**src/rtl/usb_rx_bit_decoder.sv**
```systemverilog
`default_nettype none
// ============================================================================
// Module      : usb_rx_bit_decoder
// Description : Full-speed USB receive bit decoder. Synchronizes D+/D-,
//               NRZI-decodes on each sample strobe from the bit-period
//               counter, strips stuffed bits, detects SYNC and EOP and
//               assembles bytes LSB-first. Drives the counter's restart
//               (resync) and enable (rx_active).
//               Optional macro RX_SYNC_STRICT_EN: when defined, SYNC must
//               carry exactly 7 decoded zeros before its terminating '1'.
// Revision    : 1.0 - initial release
// ============================================================================
module usb_rx_bit_decoder #(
  parameter int SYNC_STAGES    = 2,
  parameter int MIN_SYNC_ZEROS = 3
) (
  input  logic       clk,
  input  logic       n_rst,
  input  logic       dp_in,
  input  logic       dm_in,
  input  logic       sample_strobe,
  output logic       resync,
  output logic       rx_active,
  output logic [7:0] rx_data,
  output logic       rx_data_valid,
  output logic       eop,
  output logic       stuff_err,
  output logic       frame_err
);

  localparam logic [2:0] ST_IDLE = 3'd0;
  localparam logic [2:0] ST_SYNC = 3'd1;
  localparam logic [2:0] ST_DATA = 3'd2;
  localparam logic [2:0] ST_EOP  = 3'd3;
  localparam logic [2:0] ST_ERR  = 3'd4;

  // Normalized line symbols {dp, dm}; SE1 folds into SE0.
  localparam logic [1:0] LINE_J   = 2'b10;
  localparam logic [1:0] LINE_K   = 2'b01;
  localparam logic [1:0] LINE_SE0 = 2'b00;

  logic [SYNC_STAGES-1:0] dp_sync;
  logic [SYNC_STAGES-1:0] dm_sync;
  logic                   dp_s;
  logic                   dm_s;
  logic                   dp_dly;
  logic                   line_edge;
  logic                   is_se0;
  logic                   is_j;
  logic                   is_k;
  logic [1:0]             line_n;
  logic [1:0]             prev_line;
  logic                   nrzi_bit;
  logic [2:0]             state;
  logic [3:0]             zero_cnt;
  logic [2:0]             ones_cnt;
  logic [2:0]             bit_cnt;
  logic [1:0]             se0_cnt;
  logic [7:0]             shreg;
  logic [7:0]             shifted;
  logic                   err_se0_seen;
  logic                   sync_ok;

  // Multi-flop synchronizers; reset to the idle J line state.
  always_ff @(posedge clk or negedge n_rst) begin
    if (!n_rst) begin
      dp_sync <= '1;
      dm_sync <= '0;
      dp_dly  <= 1'b1;
    end else begin
      dp_sync <= {dp_sync[SYNC_STAGES-2:0], dp_in};
      dm_sync <= {dm_sync[SYNC_STAGES-2:0], dm_in};
      dp_dly  <= dp_sync[SYNC_STAGES-1];
    end
  end

  assign dp_s      = dp_sync[SYNC_STAGES-1];
  assign dm_s      = dm_sync[SYNC_STAGES-1];
  assign line_edge = dp_s ^ dp_dly;
  assign is_se0    = (dp_s == dm_s);
  assign is_j      = dp_s & ~dm_s;
  assign is_k      = ~dp_s & dm_s;
  assign line_n    = is_se0 ? LINE_SE0 : {dp_s, dm_s};
  // NRZI: no transition since the previous sample means a '1'.
  assign nrzi_bit  = (line_n == prev_line);
  assign shifted   = {nrzi_bit, shreg[7:1]};
  assign rx_active = (state == ST_SYNC) || (state == ST_DATA) || (state == ST_EOP);

`ifdef RX_SYNC_STRICT_EN
  // Only the canonical KJKJKJKK pattern (7 zeros then a one) is accepted.
  assign sync_ok = (zero_cnt == 4'd7);
`else
  localparam logic [3:0] MIN_ZEROS = 4'(MIN_SYNC_ZEROS);
  // Any zero run from the configured minimum up to 7 is accepted.
  assign sync_ok = (zero_cnt >= MIN_ZEROS);
`endif

  // Receive state machine, counters, byte assembly and output pulses.
  always_ff @(posedge clk or negedge n_rst) begin
    if (!n_rst) begin
      state         <= ST_IDLE;
      prev_line     <= LINE_J;
      zero_cnt      <= 4'd0;
      ones_cnt      <= 3'd0;
      bit_cnt       <= 3'd0;
      se0_cnt       <= 2'd0;
      shreg         <= 8'h00;
      err_se0_seen  <= 1'b0;
      rx_data       <= 8'h00;
      rx_data_valid <= 1'b0;
      eop           <= 1'b0;
      stuff_err     <= 1'b0;
      frame_err     <= 1'b0;
      resync        <= 1'b0;
    end else begin
      resync        <= line_edge && ((state == ST_IDLE) || (state == ST_SYNC) ||
                                     (state == ST_DATA));
      rx_data_valid <= 1'b0;
      eop           <= 1'b0;
      stuff_err     <= 1'b0;
      frame_err     <= 1'b0;
      if (sample_strobe) begin
        prev_line <= line_n;
      end
      if (state != ST_ERR) begin
        err_se0_seen <= 1'b0;
      end

      case (state)
        ST_IDLE: begin
          prev_line <= LINE_J;
          zero_cnt  <= 4'd0;
          if (is_k) begin
            state <= ST_SYNC;
          end
        end

        ST_SYNC: begin
          if (sample_strobe) begin
            if (is_se0) begin
              frame_err <= 1'b1;
              state     <= ST_ERR;
            end else if (!nrzi_bit) begin
              // An eighth zero can never be a valid SYNC.
              if (zero_cnt == 4'd7) begin
                frame_err <= 1'b1;
                state     <= ST_ERR;
              end else begin
                zero_cnt <= zero_cnt + 4'd1;
              end
            end else if (sync_ok) begin
              // The SYNC terminating '1' starts the stuffing run.
              state    <= ST_DATA;
              ones_cnt <= 3'd1;
              bit_cnt  <= 3'd0;
              shreg    <= 8'h00;
            end else begin
              frame_err <= 1'b1;
              state     <= ST_ERR;
            end
          end
        end

        ST_DATA: begin
          if (sample_strobe) begin
            if (is_se0) begin
              state   <= ST_EOP;
              se0_cnt <= 2'd1;
            end else if (ones_cnt == 3'd6) begin
              if (nrzi_bit) begin
                stuff_err <= 1'b1;
                state     <= ST_ERR;
              end else begin
                ones_cnt <= 3'd0;
              end
            end else begin
              shreg    <= shifted;
              ones_cnt <= nrzi_bit ? ones_cnt + 3'd1 : 3'd0;
              bit_cnt  <= bit_cnt + 3'd1;
              if (bit_cnt == 3'd7) begin
                rx_data       <= shifted;
                rx_data_valid <= 1'b1;
              end
            end
          end
        end

        ST_EOP: begin
          if (sample_strobe) begin
            if (is_se0) begin
              if (se0_cnt == 2'd2) begin
                frame_err <= 1'b1;
                state     <= ST_ERR;
              end else begin
                se0_cnt <= se0_cnt + 2'd1;
              end
            end else if (is_j) begin
              // A packet ending off a byte boundary is still closed, but flagged.
              eop       <= 1'b1;
              frame_err <= (bit_cnt != 3'd0);
              state     <= ST_IDLE;
            end else begin
              frame_err <= 1'b1;
              state     <= ST_ERR;
            end
          end
        end

        ST_ERR: begin
          // Recovery needs SE0 immediately followed by J; strobes are ignored.
          if (is_se0) begin
            err_se0_seen <= 1'b1;
          end else if (is_j && err_se0_seen) begin
            err_se0_seen <= 1'b0;
            state        <= ST_IDLE;
          end else if (is_k) begin
            err_se0_seen <= 1'b0;
          end
        end

        default: begin
          state <= ST_IDLE;
        end
      endcase
    end
  end

endmodule
`default_nettype wire

```
**config.mk**
```make
export PLATFORM = sky130hd
export DESIGN_NAME = usb_rx_bit_decoder
export DESIGN_NICKNAME = d
export VERILOG_FILES = /design/src/rtl/usb_rx_bit_decoder.sv
export SDC_FILE = /design/constraint.sdc
export NUM_CORES = 1
export LEC_CHECK = 0
export CAP_MARGIN = 10
export CORE_ASPECT_RATIO = 0.7
export CORE_MARGIN = 2
export CORE_UTILIZATION = 54
export CTS_BUF_LIST = sky130_fd_sc_hd__clkbuf_2
export CTS_CLUSTER_SIZE = 8
export DETAILED_ROUTE_END_ITERATION = 16
export PLACE_DENSITY = 0.83
export RECOVER_POWER = 100
export SLEW_MARGIN = 10
export SYNTH_ARGS = -nofsm -noshare
export SYNTH_HDL_FRONTEND = slang
export SYNTH_SLANG_ARGS = --single-unit
```
**constraint.sdc**
```tcl
create_clock -name clk -period 1.97 [get_ports clk]
set_input_delay 0.4925 -clock clk [delete_from_list [all_inputs] [get_ports clk]]
set_output_delay 0.4925 -clock clk [all_outputs]
set_load 0.03 [all_outputs]
```
Word level (Yosys, flattened, before mapping):

Index checks and enable logic that the tools add are counted.

* output and inout bits: 14
* word-level logic and storage cells: 165
* bits in registers: 44

* bitwise gates (word level): 7
* add/subtract/negate cells: 4
* mux-type cells: 86
* reductions and logical operators: 18
* magnitude comparators: 1
* equal/unequal tests: 32

Operator list (count)
* $mux W3: 32
* $mux W8: 7
* $ne A2 B2 Y1 const B: 16
* $mux W1: 28
* $mux W2: 8
* $mux W4: 4
* $pmux W8 S2: 1
* $reduce_and A8 Y1: 2
* $pmux W3 S5: 1
* $pmux W3 S2: 2
* $reduce_and A10 Y1: 1
* $reduce_and A5 Y1: 2
* $eq A3 B3 Y1 const B: 3
* $ne A3 B3 Y1 const B: 3
* $pmux W4 S2: 1
* $reduce_bool A2 Y1: 4
* $add A3 B1 Y3 const B: 2
* $eq A3 B2 Y1 const B: 2
* $ne A3 B2 Y1 const B: 2
* $reduce_and A6 Y1: 1
* $add A4 B1 Y4 const B: 1
* $eq A4 B3 Y1 const B: 1
* $ge A4 B2 Y1 const B: 1
* $logic_or A1 B1 Y1: 4
* 14 further kinds: 19

Depth between registers and ports, before layout:

* depth after elaboration: 8
* depth in mapped cells: 7
* mapped depth without buffers: 6

Least setup slack after synthesis:

Ideal clock, no wire load.

* kind: flip-flop to flip-flop
* start: register dp_sync[1]
* end: register shreg[1]
* arrival time: 1.989 ns
* stages on the path, launching flop included: 8
* data required time: 1.845 ns
* setup slack: -0.144 ns
* buffers on the path: 1
* cell sequence: dfstp_2 > inv_1 > ha_1 > xnor2_2 > a41oi_4 > a211oi_2 > buf_6 > mux2_4

* word-level cells in the longest chain between the ends: 5
* elaborated cells on any way between the ends: 7
* those cells by class: 5 x eq/ne; 1 x mux; 1 x reduce/logical

Ends and longest elaborated chain
* from (decl): RTL line 42 `logic [SYNC_STAGES-1:0] dp_sync;`
* from (signal assigned): RTL line 71 `dp_sync <= {dp_sync[SYNC_STAGES-2:0], dp_in};`
* $eq A1 B1 Y1: RTL line 80 `assign is_se0 = (dp_s == dm_s);`
* $mux W2: RTL line 83 `assign line_n = is_se0 ? LINE_SE0 : {dp_s, dm_s};`
* $eq A2 B2 Y1: RTL line 85 `assign nrzi_bit = (line_n == prev_line);`
* $ne A2 B2 Y1 (no line)
* $reduce_and A8 Y1 (no line) (*)
* to (signal assigned): RTL line 177 `shreg <= shifted;`
* to (decl): RTL line 59 `logic [7:0] shreg;`

Every way passes the cells marked *; elsewhere a longest branch is shown, timed or not.
A chain may end at the register's enable or synchronous reset.

Final worst setup path:

Ends and elaborated chain as after synthesis.

==> results_dict.tcl <==
set metrics [dict create \
    status "finished with violations" \
    violations "setup timing" \
    initialDrtViolationCount 230 \
    setup-violations-final 5 \
    finalCritPeriodShare 1.01 \
    grt.total_usage 0.262 \
    insertion_delay_ps 400 \
    ys_seq_area_frac 0.463 \
    vias_per_cell 5.98 \
    fillers 265 \
    clock_skew_ps 7.74 \
    core_mm2 0.00404 \
    syn_inst 210 \
    synth_async_sr_flop_share 1.00 \
    ant_nets 0 \
    placed_cell_area_mm2 0.00279 \
    cts_tree "built" \
    finalNonFillerCells 322 \
    layout_commonest_cell "buf_4" \
    clockBufferDepth 2 \
    antenna_found_initial 0 \
    path_max_fanout 7 \
    route.vias.total 1924 \
    avgSynthCellArea_um2 11.1 \
    slew_violations 0 \
    hold_buffers 0 \
    start_util 0.578 \
    power.density_mw_per_mm2 888 \
    gp_congestion 0.985 \
    die_width_um 82.6 \
    insertedDiodeCount 0 \
    setup_ws_ps -29.0 \
    syn_to_final_growth_pct 32.3 \
    grt_pass1_vias 1837 \
    critical_path_required_ps 2280 \
    maxCapViolations 0 \
    cp_cell_sequence "inv_4 -> ha_4 -> nor2_2 -> nand2_2 -> a211oi_2 -> buf_6 -> mux2_4" \
    dp_hpwl_um 3890 \
    synth_seq_cells 43 \
    wl_um 6120 \
    grt_setup_unrepaired "yes" \
    drc 0 \
    rows 19 \
    hp-class "in2async" \
    final_cell_mix "buf_4, dfrtp_1, nand2_1" \
    wire_per_inst_um 19.0 \
    cts-root-buf "clkbuf_2" \
    dieArea_mm2 0.00487 \
    synth_flop_cell "dfrtp_1" \
    synth_edf_count 0 \
    whs_ps 326 \
    relSlewSlack 0.279 \
    p_total_mw 2.74 \
    syn_nets 226 \
    io_buffers 18 \
    final_cell_area_mm2 0.00309 \
    place_inst 304 \
    layout_min_cycle_time_ps 2000 \
    numCtsBuffers 5 \
    io_pins 19 \
    yosys_warnings 0 \
    dr.pass1.iters 5 \
    grt_pass1_wl_um 9340 \
    max_freq_ghz 0.500 \
    fin_nets 285 \
    crit_slowest_cell "dfstp_2" \
    vdd_drop_max_mv 0.524 \
    hold_viol 0 \
    final_util 0.764 \
    worst_slew_pin_slew_ps 1080 \
    total_leakage_power_nw 1.57 \
    end_kind "flip-flop" \
    overflow 0 \
    critPathLaunchType "flip-flop" \
    path_class "reg2reg" \
    htreeDepth 2 \
    drive_above_1_share 0.370 \
    cp_slowest_stage_delay_ps 610 \
    die_h_um 59.0 \
    grt_max_degree 44 \
    clkTransAtPathRegs_ps 220 \
    yosys.cell_types.count 62 \
    clock-sinks 43 \
    critPathArrivalTime_ps 2310 \
    synthesis.area_mm2 0.00233 \
]
-- critical path: cells and delay by family (launching register included) --
family                   cells  cell delay [ps]
buffers and inverters        2              240
AND/OR/NAND/NOR              2              250
AO/OA/AOI/OAI                1              260
adder cells (fa/ha/maj)      1              260
flip-flops                   1              610
multiplexers                 1              310
-- per-layer routing --
layer  GRT usage  vias to the layer above  share of wire  wire length [um]
met5           0                        -              0                 0
met4      0.0562                        0          0.021               129
met3      0.0777                       20          0.085               522
met2       0.386                      104           0.47              2850
met1       0.388                      928           0.43              2620
li1            -                      872              -                 -
-- power breakdown --
group          switching, mW  leakage, nW  internal, mW
logic                  0.660         1.01         0.558
clock network          0.296       0.0290        0.0905
registers              0.129        0.529          1.01
-- cells in the mapped netlist (2+ instances only) --
master | number | area (um^2)
nand2_1 | 17 | 63.8
nand2b_1 | 2 | 12.5
nand4_1 | 3 | 18.8
o21a_1 | 2 | 15.0
and2b_1 | 2 | 15.0
dfrtp_1 | 39 | 976
a31oi_1 | 4 | 25.0
a21oi_1 | 5 | 25.0
xnor2_2 | 2 | 32.5
nor3_1 | 5 | 25.0
a311oi_1 | 2 | 17.5
mux2i_1 | 10 | 100
dfstp_2 | 4 | 105
nor2_1 | 12 | 45.0
or4_1 | 2 | 15.0
buf_2 | 3 | 15.0
nand3_1 | 3 | 15.0
nor2b_1 | 2 | 12.5
mux2_2 | 2 | 22.5
xor2_1 | 2 | 17.5
and3_1 | 3 | 18.8
and2_1 | 4 | 25.0
mux2_4 | 4 | 60.1
mux2_1 | 8 | 90.1
inv_1 | 14 | 52.6
a211oi_1 | 3 | 22.5
buf_6 | 2 | 22.5
ha_1 | 11 | 138
clkbuf_1 | 5 | 18.8
-- cell families (layout without fill, tap and decap cells) --
family | Yosys count | in the layout | synth area share
buffers and inverters | 25 | 84 | 0.0482
adder cells (fa/ha/maj) | 11 | 11 | 0.0589
multiplexers | 24 | 24 | 0.117
AND/OR/NAND/NOR | 68 | 69 | 0.169
flip-flops | 43 | 43 | 0.463
AO/OA/AOI/OAI | 34 | 34 | 0.118
XOR/XNOR | 5 | 5 | 0.0252
-- worst paths after layout --
kind                       cells past startpoint            startpoint  slack (ps)                endpoint
hold reg to reg                                0  dp_sync[0]$_DFF_PN1_         380    dp_sync[1]$_DFF_PN1_
max in group asynchronous                      2                 n_rst         940    state[2]$_DFFE_PN0P_
setup reg to reg                               7  dp_sync[1]$_DFF_PN1_         -30    shreg[1]$_DFFE_PN0P_
min in group clk                               0  dp_sync[0]$_DFF_PN1_         380    dp_sync[1]$_DFF_PN1_
hold / removal                                 2                 n_rst         330  bit_cnt[0]$_DFFE_PN0P_
setup / recovery                               7  dp_sync[1]$_DFF_PN1_         -30    shreg[1]$_DFFE_PN0P_
-- cell type report --
type / count / area [um^2] / share of cell area
flip-flops and latches: 43 / 1080 / 0.351
repair buffers: 61 / 518 / 0.168
clock inverters: 2 / 12.5 / 0.00405
multi-input cells: 143 / 1320 / 0.427
well taps: 52 / 65.1 / 0.0211
inverters: 15 / 58.8 / 0.0190
clock buffers: 6 / 30.0 / 0.00972
-- registers in the layout, indices dropped and copies added (netlist names) --
signal	flops
bit_cnt	3
dm_sync	2
dp_dly	1
dp_sync	2
eop	1
err_se0_seen	1
frame_err	1
ones_cnt	3
prev_line	2
resync	1
rx_data	8
rx_data_valid	1
se0_cnt	2
shreg	7
state	3
stuff_err	1
zero_cnt	4
-- repair_timing --
item / in CTS / in global routing
setup endpoints to repair: 33 / 28
gates resized for setup: 21 / 25
cloned: 1 / 0
pin swaps: 2 / 2
buffers inserted: 4 / 5
hold endpoints to repair: 0 / 0
-- per-stage QoR --
step	setup TNS (ps)	worst slack, ps
3_5_place_dp	-2690	-166
5_1_grt	-1420	-106
6_report	-76.2	-29.0
4_1_cts	-11.3	-6.50
2_1_floorplan	0	0.662
3_3_place_gp	-1250	-101
Power figures use the tool's default switching activity.
